### src/rtl/spis_pkg.sv
// Shared constants and types for the SPI slave front end: opcodes, frame
// lengths and the frame decoder state encoding.
package spis_pkg;

  localparam logic [3:0] SPIS_CMD_WR = 4'h1;
  localparam logic [3:0] SPIS_CMD_RD = 4'h2;

  localparam int CMD_BITS  = 8;
  localparam int ADDR_BITS = 32;
  localparam int DATA_BITS = 32;
  localparam int CNT_W     = 7;

  typedef enum logic [2:0] {
    IDLE   = 3'd0,
    CMD    = 3'd1,
    ADDR   = 3'd2,
    WDATA  = 3'd3,
    DUMMY  = 3'd4,
    RDATA  = 3'd5,
    IGNORE = 3'd6
  } spis_state_e;

  function automatic logic opcode_valid(input logic [3:0] op);
    return (op == SPIS_CMD_WR) || (op == SPIS_CMD_RD);
  endfunction

endpackage

### src/rtl/spis_sync.sv
// Brings sclk/ssn/sdin into the mclk domain and produces registered edge
// pulses; sdin_sync and ssn_sync are delayed to line up with the pulses.
module spis_sync #(
  parameter int SYNC_STAGES = 2
) (
  input  logic mclk,
  input  logic rst,
  input  logic sclk,
  input  logic ssn,
  input  logic sdin,
  output logic sclk_rise,
  output logic sclk_fall,
  output logic ssn_sync,
  output logic ssn_rise,
  output logic ssn_fall,
  output logic sdin_sync
);

  logic [SYNC_STAGES-1:0] sclk_q;
  logic [SYNC_STAGES-1:0] ssn_q;
  logic [SYNC_STAGES-1:0] sdin_q;
  logic                   sclk_prev;
  logic                   ssn_prev;
  logic                   sclk_s;
  logic                   ssn_s;

  assign sclk_s = sclk_q[SYNC_STAGES-1];
  assign ssn_s  = ssn_q[SYNC_STAGES-1];

  always_ff @(posedge mclk or posedge rst) begin
    if (rst) begin
      sclk_q    <= '0;
      ssn_q     <= '1;
      sdin_q    <= '0;
      sclk_prev <= 1'b0;
      ssn_prev  <= 1'b1;
      sclk_rise <= 1'b0;
      sclk_fall <= 1'b0;
      ssn_sync  <= 1'b1;
      ssn_rise  <= 1'b0;
      ssn_fall  <= 1'b0;
      sdin_sync <= 1'b0;
    end else begin
      sclk_q    <= {sclk_q[SYNC_STAGES-2:0], sclk};
      ssn_q     <= {ssn_q[SYNC_STAGES-2:0], ssn};
      sdin_q    <= {sdin_q[SYNC_STAGES-2:0], sdin};
      sclk_prev <= sclk_s;
      ssn_prev  <= ssn_s;
      sclk_rise <= sclk_s & ~sclk_prev;
      sclk_fall <= ~sclk_s & sclk_prev;
      ssn_rise  <= ssn_s & ~ssn_prev;
      ssn_fall  <= ~ssn_s & ssn_prev;
      ssn_sync  <= ssn_s;
      sdin_sync <= sdin_q[SYNC_STAGES-1];
    end
  end

endmodule

### src/rtl/spis_if.sv
// SPI mode-0 slave frame decoder: turns command/address/data frames into a
// held register request and shifts read responses back out on sdout.
module spis_if
  import spis_pkg::*;
#(
  parameter int SYNC_STAGES = 2,
  parameter int DUMMY_BITS  = 8
) (
  input  logic        mclk,
  input  logic        rst,
  input  logic        sclk,
  input  logic        ssn,
  input  logic        sdin,
  output logic        sdout,
  output logic        sdout_oen,
  output logic        reg_wr,
  output logic        reg_rd,
  output logic [31:0] reg_addr,
  output logic [3:0]  reg_be,
  output logic [31:0] reg_wdata,
  input  logic [31:0] reg_rdata,
  input  logic        reg_ack
);

  localparam logic [CNT_W-1:0] CMD_END   = CNT_W'(CMD_BITS);
  localparam logic [CNT_W-1:0] ADDR_END  = CNT_W'(CMD_BITS + ADDR_BITS);
  localparam logic [CNT_W-1:0] WDATA_END = CNT_W'(CMD_BITS + ADDR_BITS + DATA_BITS);
  localparam logic [CNT_W-1:0] DUMMY_END = CNT_W'(CMD_BITS + ADDR_BITS + DUMMY_BITS);
  localparam logic [CNT_W-1:0] RDATA_END = CNT_W'(CMD_BITS + ADDR_BITS + DUMMY_BITS + DATA_BITS);

  logic              sclk_rise;
  logic              sclk_fall;
  logic              ssn_sync;
  logic              ssn_rise;
  logic              ssn_fall;
  logic              sdin_sync;

  spis_state_e       state;
  logic [CNT_W-1:0]  cnt;
  logic [CNT_W-1:0]  cnt_next;
  logic [31:0]       shift;
  logic [31:0]       shift_in;
  logic [31:0]       addr_q;
  logic [3:0]        be_q;
  logic              is_rd;
  logic [31:0]       rd_shadow;
  logic              pending;

  spis_sync #(.SYNC_STAGES(SYNC_STAGES)) u_sync (
    .mclk      (mclk),
    .rst       (rst),
    .sclk      (sclk),
    .ssn       (ssn),
    .sdin      (sdin),
    .sclk_rise (sclk_rise),
    .sclk_fall (sclk_fall),
    .ssn_sync  (ssn_sync),
    .ssn_rise  (ssn_rise),
    .ssn_fall  (ssn_fall),
    .sdin_sync (sdin_sync)
  );

  // Counter saturates so an over-long ignored frame can never alias a boundary.
  assign cnt_next = (cnt == {CNT_W{1'b1}}) ? cnt : cnt + 7'd1;
  assign shift_in = {shift[30:0], sdin_sync};
  assign pending  = reg_wr | reg_rd;

  always_ff @(posedge mclk or posedge rst) begin
    if (rst) begin
      state     <= IDLE;
      cnt       <= '0;
      shift     <= '0;
      addr_q    <= '0;
      be_q      <= '0;
      is_rd     <= 1'b0;
      rd_shadow <= '0;
      reg_wr    <= 1'b0;
      reg_rd    <= 1'b0;
      reg_addr  <= '0;
      reg_be    <= '0;
      reg_wdata <= '0;
      sdout     <= 1'b0;
      sdout_oen <= 1'b1;
    end else begin
      if (reg_ack && pending) begin
        reg_wr <= 1'b0;
        reg_rd <= 1'b0;
        if (reg_rd) rd_shadow <= reg_rdata;
      end

      // Deselect wins over any simultaneous sclk edge; requests already out survive.
      if (ssn_rise) begin
        state     <= IDLE;
        cnt       <= '0;
        sdout     <= 1'b0;
        sdout_oen <= 1'b1;
      end else if (ssn_fall) begin
        state <= CMD;
        cnt   <= '0;
        shift <= '0;
      end else if (ssn_sync) begin
        cnt <= '0;
      end else begin
        case (state)
          CMD: begin
            if (sclk_rise) begin
              shift <= shift_in;
              cnt   <= cnt_next;
              if (cnt_next == CMD_END) begin
                if (opcode_valid(shift_in[7:4]) && !pending) begin
                  state <= ADDR;
                  be_q  <= shift_in[3:0];
                  is_rd <= (shift_in[7:4] == SPIS_CMD_RD);
                end else begin
                  state <= IGNORE;
                end
              end
            end
          end
          ADDR: begin
            if (sclk_rise) begin
              shift <= shift_in;
              cnt   <= cnt_next;
              if (cnt_next == ADDR_END) begin
                addr_q <= shift_in;
                if (is_rd) begin
                  state     <= DUMMY;
                  reg_rd    <= 1'b1;
                  reg_addr  <= shift_in;
                  reg_be    <= be_q;
                  rd_shadow <= '0;
                end else begin
                  state <= WDATA;
                end
              end
            end
          end
          WDATA: begin
            if (sclk_rise) begin
              shift <= shift_in;
              cnt   <= cnt_next;
              if (cnt_next == WDATA_END) begin
                state     <= IGNORE;
                reg_wr    <= 1'b1;
                reg_addr  <= addr_q;
                reg_be    <= be_q;
                reg_wdata <= shift_in;
              end
            end
          end
          DUMMY: begin
            if (sclk_rise) begin
              cnt <= cnt_next;
            end else if (sclk_fall && (cnt == DUMMY_END)) begin
              // Snapshot the shadow: an ack arriving after this point is not sent.
              state     <= RDATA;
              sdout     <= rd_shadow[31];
              sdout_oen <= 1'b0;
              shift     <= {rd_shadow[30:0], 1'b0};
            end
          end
          RDATA: begin
            if (sclk_rise) begin
              cnt <= cnt_next;
              if (cnt_next == RDATA_END) begin
                state     <= IGNORE;
                sdout     <= 1'b0;
                sdout_oen <= 1'b1;
              end
            end else if (sclk_fall) begin
              sdout <= shift[31];
              shift <= {shift[30:0], 1'b0};
            end
          end
          IGNORE: begin
            if (sclk_rise) cnt <= cnt_next;
          end
          IDLE: begin
            cnt <= '0;
          end
          default: begin
            state <= IDLE;
          end
        endcase
      end
    end
  end

endmodule

### config.mk
export PLATFORM = sky130hd
export DESIGN_NAME = spis_if
export DESIGN_NICKNAME = d
export VERILOG_FILES = /design/src/rtl/spis_pkg.sv /design/src/rtl/spis_sync.sv /design/src/rtl/spis_if.sv
export SDC_FILE = /design/constraint.sdc
export NUM_CORES = 1
export LEC_CHECK = 0
export BUFFER_PORTS_ARGS = -buffer_cell sky130_fd_sc_hd__buf_2
export CAP_MARGIN = 10
export CORE_MARGIN = 2
export CORE_UTILIZATION = 40
export DETAILED_ROUTE_END_ITERATION = 6
export PLACE_DENSITY = 0.61
export SLEW_MARGIN = 20
export SYNTH_ARGS = -nofsm -noshare
export SYNTH_HDL_FRONTEND = slang
export SYNTH_SLANG_ARGS = --single-unit
### constraint.sdc
create_clock -name mclk -period 17.4 [get_ports mclk]
set_input_delay 2.61 -clock mclk [delete_from_list [all_inputs] [get_ports mclk]]
set_output_delay 2.61 -clock mclk [all_outputs]
set_load 0.05 [all_outputs]
==> results.md, run 1 <==
* Seq cells post-synth at approximately 200
* Min-Delay Path Class: reg -> reg
* Placeable core area at 21800 um2
* Synth Cell Area at a little under 9000 um2
* Share of the synthesized area in the top cell type at 0.542
* Met1 Wirelength at 9820 um
* CTS Hold Bufs at 0
* Synth top area cells: dfrtp_1 (54%), mux2_2 (9.4%), nand2_1 (5.9%)
* Top Ports at 110
* Largest net degree at the start of global routing at 125
* Worst Tran Pin Value at between 900 and 1000 ps
* WHS Path Cells at 0
* TritonCTS clock tree: done
* Startpoint Class: primary input
* Setup TNS at 0 ps
* Period utilization at 0.221
* Clock buffer count from CTS at 17
* Max transition margin at 0.332
* CP max FO at 124
* Unrepaired setup endpoints after global routing: no
* Via-to-Cell Ratio at 5.23
* Clock Tree Root: clkbuf_16
* YS warnings at 0
* Max Used Layer: met4
* R2R depth at 7
* Crit. End Element: asynchronous set/reset pin
* Port-buffer cells at 109
* Die Area at 23400 um2
* Post-synth EDFFs at 0
* Setup CP Type: in -> async
* Power Density at 93.1 nW/um2
* Residual DRC count at 0
* # rows at 54
* HPWL Detailed at about 13000 um
* Final min period at 3840 ps
* Clock Skew at 12.0 ps
* DRT antenna net count at 0
* Maximum vdd drop at 0.0000695 V
* Fin. max-slew vios at 0
* GRT overflow at 0
* Longest Clk Path Bufs at 2
* Die Height at 153 um
* Hold Slack at 350 ps
* P&R area growth vs syn at 15.6%
* Yosys top cell by area: dfrtp_1
* GPL Wtd Cong at 0.854
* Clock Sinks at 196
* Post-Place Worst Slack at between 10000 and 15000 ps
* Util after Layout at 0.470
* GRT Util Overall at 0.180
* Sequential area share after synthesis at 0.554
* Status: finished clean
* Worst EP arrival at 4270 ps
* WL final at just over 20000 um
* Average wire per standard cell at 17.4 um
* Vias in the first global route at 6096
* Top-count cell post-synth: dfrtp_1
* Fmax achieved at 260 MHz
* Setup-failing EPs final at 0
* Initial antenna violation count at 0
* Most frequent cells after synthesis: dfrtp_1 (192), nand2_1 (139), mux2_2 (74)
* Final WS setup at approximately 14000 ps
* Die width at between 150 and 200 um
* DR iter-0 viols at 437
* Ys async rst share at 1.00
* LEAKAGE at between 5 and 6 nW
* Fin nets at between 900 and 1000
* Post-CTS setup buffer count at 0
* Initial Utilization at 0.406
* Req. time, crit path at between 15000 and 20000 ps
* Max cap viols at 0
* Antenna Cells at 0
* Metal2 WL at 9520 um
* Final Hold Violating Endpoints at 0
* CTS H-tree depth at 4
* First-pass GRT wire length at 33600 um
* Most used flip-flop cell after synthesis: dfrtp_1
* Syn_nets at 829
* Clock-pin slew on the worst setup and hold paths at 70 ps
* Mapped Avg Cell Area at 11.2 um2
* Syn Inst Count at 789
* Met3 WL at 616 um
* Clock latency on the worst-skew pair at 440 ps
* Layout cells sized above 1 at 0.312
* Vias at 6093
* First-pass DRT Iterations at 5
* Synth unique cells at 61
* Post_cts resized at 0
registers in the layout, indices dropped and copies added (netlist names), 2 cells and up:
name	flops
reg_be	4
addr_q	32
shift	32
u_sync.sclk_q	2
u_sync.sdin_q	2
reg_wdata	32
be_q	4
reg_addr	32
state	3
rd_shadow	32
u_sync.ssn_q	2
cnt	7
where the power goes:
group / internal (W) / leakage (nW) / total (W) / switching, W
Clock: 0.000235 / 0.307 / 0.000420 / 0.000185
Sequential: 0.000461 / 2.70 / 0.000472 / 0.0000110
Combinational: 0.0000208 / 2.13 / 0.0000621 / 0.0000412
stage by stage:
| step | cells | area [um2] | total power, W |
|---|---|---|---|
| finish | 1166 | 10200 | 0.000954 |
| global route | 1166 | 10200 | 0.000988 |
| CTS | 1166 | 10200 | 0.000961 |
| detailed placement | 1134 | 9620 | 0.000543 |
| global placement | 1134 | 9620 | 0.000543 |
| floorplan | 789 | 8870 | 0.000521 |
cell usage in the layout, fill, tap and decap left out, drive strengths merged, types with 2 or more instances in the layout:
cell type	n
nor4	3
o22ai	3
o21a	2
o2bb2ai	2
nand2b	7
a31oi	3
a22o	2
o211ai	3
dfstp	4
buf	119
nor2b	6
nand3	40
a41oi	2
xnor2	2
bufinv	3
nor4b	2
clkinv	4
nor3	3
a21oi	73
nor2	14
nand4	5
a21o	3
o21ai	44
or4	2
a211oi	2
and2	3
mux2i	34
nand2	140
dfrtp	192
mux2	104
ha	2
inv	17
a311oi	4
clkbuf	18
worst max-delay path, cell delays in order:
cell and delay, ps:
buf_2 130, inv_8 520, buf_4 850
worst paths after layout:
| kind | slack (ps) | startpoint | endpoint |
|---|---|---|---|
| worst min register to register | 350 | u_sync.sdin_q[0] | u_sync.sdin_q[1] |
| max in group mclk | 13560 | sdout_oen | sdout_oen |
| worst min-delay path | 350 | u_sync.sdin_q[0] | u_sync.sdin_q[1] |
| worst max-delay path | 13560 | rst | rd_shadow[19] |
| min in group asynchronous | 2300 | rst | cnt[1] |
| worst max register to register | 14210 | cnt[0] | addr_q[21] |
cells by family (layout without fill, tap and decap cells):
family | after synthesis | count (layout) | synth area share
AO/OA/AOI/OAI | 154 | 154 | 0.103
buffers and inverters | 65 | 162 | 0.0330
flip-flops | 196 | 196 | 0.554
multiplexers | 138 | 138 | 0.183
adder cells (fa/ha/maj) | 2 | 2 | 0.00282
AND/OR/NAND/NOR | 231 | 231 | 0.121
XOR/XNOR | 3 | 3 | 0.00296
metal layers:
layer,up-vias,track usage
li1,2935,-
met1,3038,0.254
met2,106,0.283
met3,14,0.0388
met4,0,0.0507
met5,-,0
cell type report:
type | count | area [um2]
Fill cell | 2004 | 11600
Sequential cell | 196 | 4910
Multi-Input combinational cell | 528 | 3690
Timing Repair Buffer | 119 | 621
Clock buffer | 18 | 439
Tap cell | 280 | 350
Clock inverter | 14 | 189
Inverter | 11 | 48.8
Power figures use the tool's default switching activity.
==> run 2, diff against run 1 <==
ABC_AREA = 1   (was unset)
PLACE_DENSITY = 0.63   (was 0.61)
clock period = 3.3 ns   (was 17.4 ns; I/O delays follow)
==> run 2 against run 1 <==
The run now ends with design-rule violations left. Setup slack worse by 13000 ps. Die area down 2.9%. Clock power rose to 5.0 times the previous value. Synthesized area down 2.9%. Sequential cell count unchanged. Utilization up 0.22 points. Combinational power rose to 32 times the previous value. Global-route usage up 0.32 points. Sequential share of layout area up 1.4 points. Largest power group unchanged.
==> results.md, run 2 <==
* Status: complete, but fails checks (was finished clean)
* Failing checks: design-rule violations
* Longest Clk Path Bufs at 2 (unchanged)
* CTS H-tree depth at 4 (unchanged)
* Seq cells post-synth at 196 (unchanged)
* Clock Skew at 8.28 ps (was 12.0 ps)
* Startpoint Class: flip-flop (was primary input)
* Fin. max-slew vios at 0 (unchanged)
* Critical-path top delay cell: buf_4 (unchanged)
* Crit-path leading delay family: simple AND/OR/NAND/NOR gates (was buffers and inverters)
* CP bufs+invs at 1 (was 3)
* Power Density at 703 nW/um2 (was 93.1 nW/um2)
* Sequential area share after synthesis at 0.571 (was 0.554)
* Die width at 151 um (was 153 um)
* Mapped Avg Cell Area at 8.66 um2 (was 11.2 um2)
* Top-count cell post-synth: nand2_1 (was dfrtp_1)
* Most used flip-flop cell after synthesis: dfrtp_1 (unchanged)
* CP cell instances: ha_1 -> nand2_2 -> nor2_4 -> nand2_4 -> and2_1 -> nand2_2 -> nor2_4 -> nand2_1 -> nand2_1 -> o211ai_4 -> buf_4 -> o21ai_0 (was buf_2 -> inv_8 -> buf_4)
* Clock-pin slew on the worst setup and hold paths at 80 ps (was 70 ps)
* YS warnings at 0 (unchanged)
* Post_cts resized at 0 (unchanged)
* Post-synth EDFFs at 0 (unchanged)
* Worst Tran Pin Value at 882 ps (was 996 ps)
* Max transition margin at 0.411 (was 0.332)
* Min-Delay Path Class: in -> reg (was reg -> reg)
* Port-buffer cells at 109 (unchanged)
* GRT Util Overall at 0.183 (was 0.180)
* Register area at 4910 um2 (unchanged)
* DR iter-0 viols at 531 (was 437)
* LEAKAGE at 4.95 nW (was 5.14 nW)
* GRT overflow at 0 (unchanged)
* Residual DRC count at 2 (was 0)
* HPWL Detailed at 13900 um (was 13000 um)
* Worst EP arrival at 2730 ps (was 4270 ps)
* Via-to-Cell Ratio at 4.99 (was 5.23)
* DRT antenna net count at 0 (unchanged)
* Crit. End Element: flip-flop (was asynchronous set/reset pin)
* CTS Hold Bufs at 0 (unchanged)
* Fmax achieved at 412 MHz
* CP max FO at 72 (was 124)
* Synth unique cells at 36 (was 61)
* P&R area growth vs syn at 15.6% (about the same)
* Die Height at 151 um (was 153 um)
* Util after Layout at 0.472 (was 0.470)
* Initial Utilization at 0.408 (was 0.406)
* Final min period at 2430 ps
* Clock latency on the worst-skew pair at 440 ps (about the same)
* Unrepaired setup endpoints after global routing: no (unchanged)
* Setup-failing EPs final at 0 (unchanged)
* Average wire per standard cell at 14.7 um (was 17.4 um)
* Finished layout cell area at 9950 um2 (was 10200 um2)
* Slowest Stage Delay on Critical Path at 500 ps (was 850 ps)
* WL final at 20000 um (was 20200 um)
* Antenna Cells at 0 (unchanged)
* Fin nets at 1116 (was 913)
* Vias in the first global route at 6032 (was 6096)
* First-pass GRT wire length at 32400 um (was 33600 um)
* Share of the synthesized area in the top cell type at 0.558 (was 0.542)
* Area post-placement at 9360 um2 (was 9620 um2)
* TritonCTS clock tree: done (unchanged)
* Clock Tree Root: clkbuf_16 (unchanged)
* GPL Wtd Cong at 0.866 (was 0.854)
* Clock buffer count from CTS at 17 (unchanged)
* Most frequent cells after synthesis: nand2_1 (230), dfrtp_1 (192), o21ai_0 (129) (was dfrtp_1 (192), nand2_1 (139), mux2_2 (74))
* # rows at 53 (was 54)
* Yosys top cell by area: dfrtp_1 (unchanged)
* Fillers at 2080 (was 2004)
* Vias at 6801 (was 6093)
* Die Area at 22700 um2 (was 23400 um2)
* Top Ports at 110 (unchanged)
* Final WS setup at 874 ps (was 13560 ps)
* Largest net degree at the start of global routing at 73 (was 125)
* Syn_nets at 1034 (was 829)
* Placeable core area at 21100 um2 (was 21800 um2)
* Final Hold Violating Endpoints at 0 (unchanged)
* Maximum vdd drop at 0.000431 V (was 0.0000695 V)
* Setup CP Type: reg -> reg (was in -> async)
* First-pass DRT Iterations at 7 (was 5)
* Most common cell after layout, fill and taps aside: nand2_1 (was dfrtp_1)
* Ys async rst share at 1.00 (unchanged)
* Synth Cell Area at 8610 um2 (was 8870 um2)
* Setup TNS at 0 ps (unchanged)
* Area of the multi-input gates at 3160 um2 (was 3690 um2)
* Clock Sinks at 196 (unchanged)
* Initial antenna violation count at 0 (unchanged)
* Post-Place Worst Slack at 875 ps (was 12940 ps)
* Most frequent cells in the layout: nand2_1 (229), dfrtp_1 (192), o21ai_0 (129) (was dfrtp_1 (192), nand2_1 (137), buf_2 (109))
* Max cap viols at 0 (unchanged)
* Synth top area cells: dfrtp_1 (56%), nand2_1 (10%), o21ai_0 (7.5%) (was dfrtp_1 (54%), mux2_2 (9.4%), nand2_1 (5.9%))
* Req. time, crit path at 3600 ps (was 17840 ps)
* Period utilization at 0.735
* Syn Inst Count at 994 (was 789)
* Post-CTS setup buffer count at 0 (unchanged)
* Layout cells sized above 1 at 0.181 (was 0.312)
==> run 2: cell types whose count changed after synthesis, sizes merged, moves of 5 or more <==
cell / change
nand2b: -7
nand3: +46
nand2: +95
inv: +61
buf: +5
nor2b: -6
mux2: -104
o21ai: +135
nor2: +60
mux2i: -34
==> run 2: path summary, 6_finish.rpt <==
path	cells after the start	slack, ps	startpoint	endpoint
setup / recovery	12	870	cnt[0]	reg_addr[16]
setup reg to reg	12	870	cnt[0]	reg_addr[16]
hold reg to reg	0	350	u_sync.sclk_q[0]	u_sync.sclk_q[1]
max in group asynchronous	3	2260	rst	addr_q[13]
min in group asynchronous	2	180	rst	cnt[6]
hold / removal	1	150	ssn	u_sync.ssn_q[0]
==> run 2: logic make-up (layout without fill, tap and decap cells) <==
family	after synthesis	after routing	share of synthesized area
buffers and inverters	132	227	0.0651
DFF	196	196	0.571
and+or+nand+nor	402	402	0.194
AOI/OAI and AO/OA	261	261	0.166
adders and majority gates	2	2	0.00291
xor gates and xnor gates	1	1	0.00102
==> run 2: per-stage QoR <==
step / std cells / power, W / hold slack (ps)
floorplan: 994 / 0.00441 / 331
global placement: 1332 / 0.00492 / 333
detailed placement: 1332 / 0.00495 / 337
CTS: 1364 / 0.00704 / 137
global route: 1364 / 0.00743 / 133
finish: 1364 / 0.00700 / 152
==> run 2: where the power goes <==
group          internal [W]  switching, W
sequential          0.00273      0.000171
clock               0.00108      0.000999
combinational      0.000529       0.00148
==> run 2: final cells by class <==
class | count | share of cell area
clock buffers | 18 | 0.0431
clock inverters | 14 | 0.0165
inverters | 73 | 0.0279
multi-input cells | 666 | 0.317
flip-flops and latches | 196 | 0.493
well taps | 275 | 0.0346
repair buffers | 122 | 0.0672
==> run 2: routing by layer <==
| layer | track usage | vias up | part of all wire |
|---|---|---|---|
| met5 | 0 | - | 0 |
| met4 | 0.0491 | 0 | 0.011 |
| met3 | 0.0361 | 17 | 0.051 |
| met2 | 0.240 | 175 | 0.41 |
| met1 | 0.303 | 3176 | 0.53 |
| li1 | - | 3433 | - |
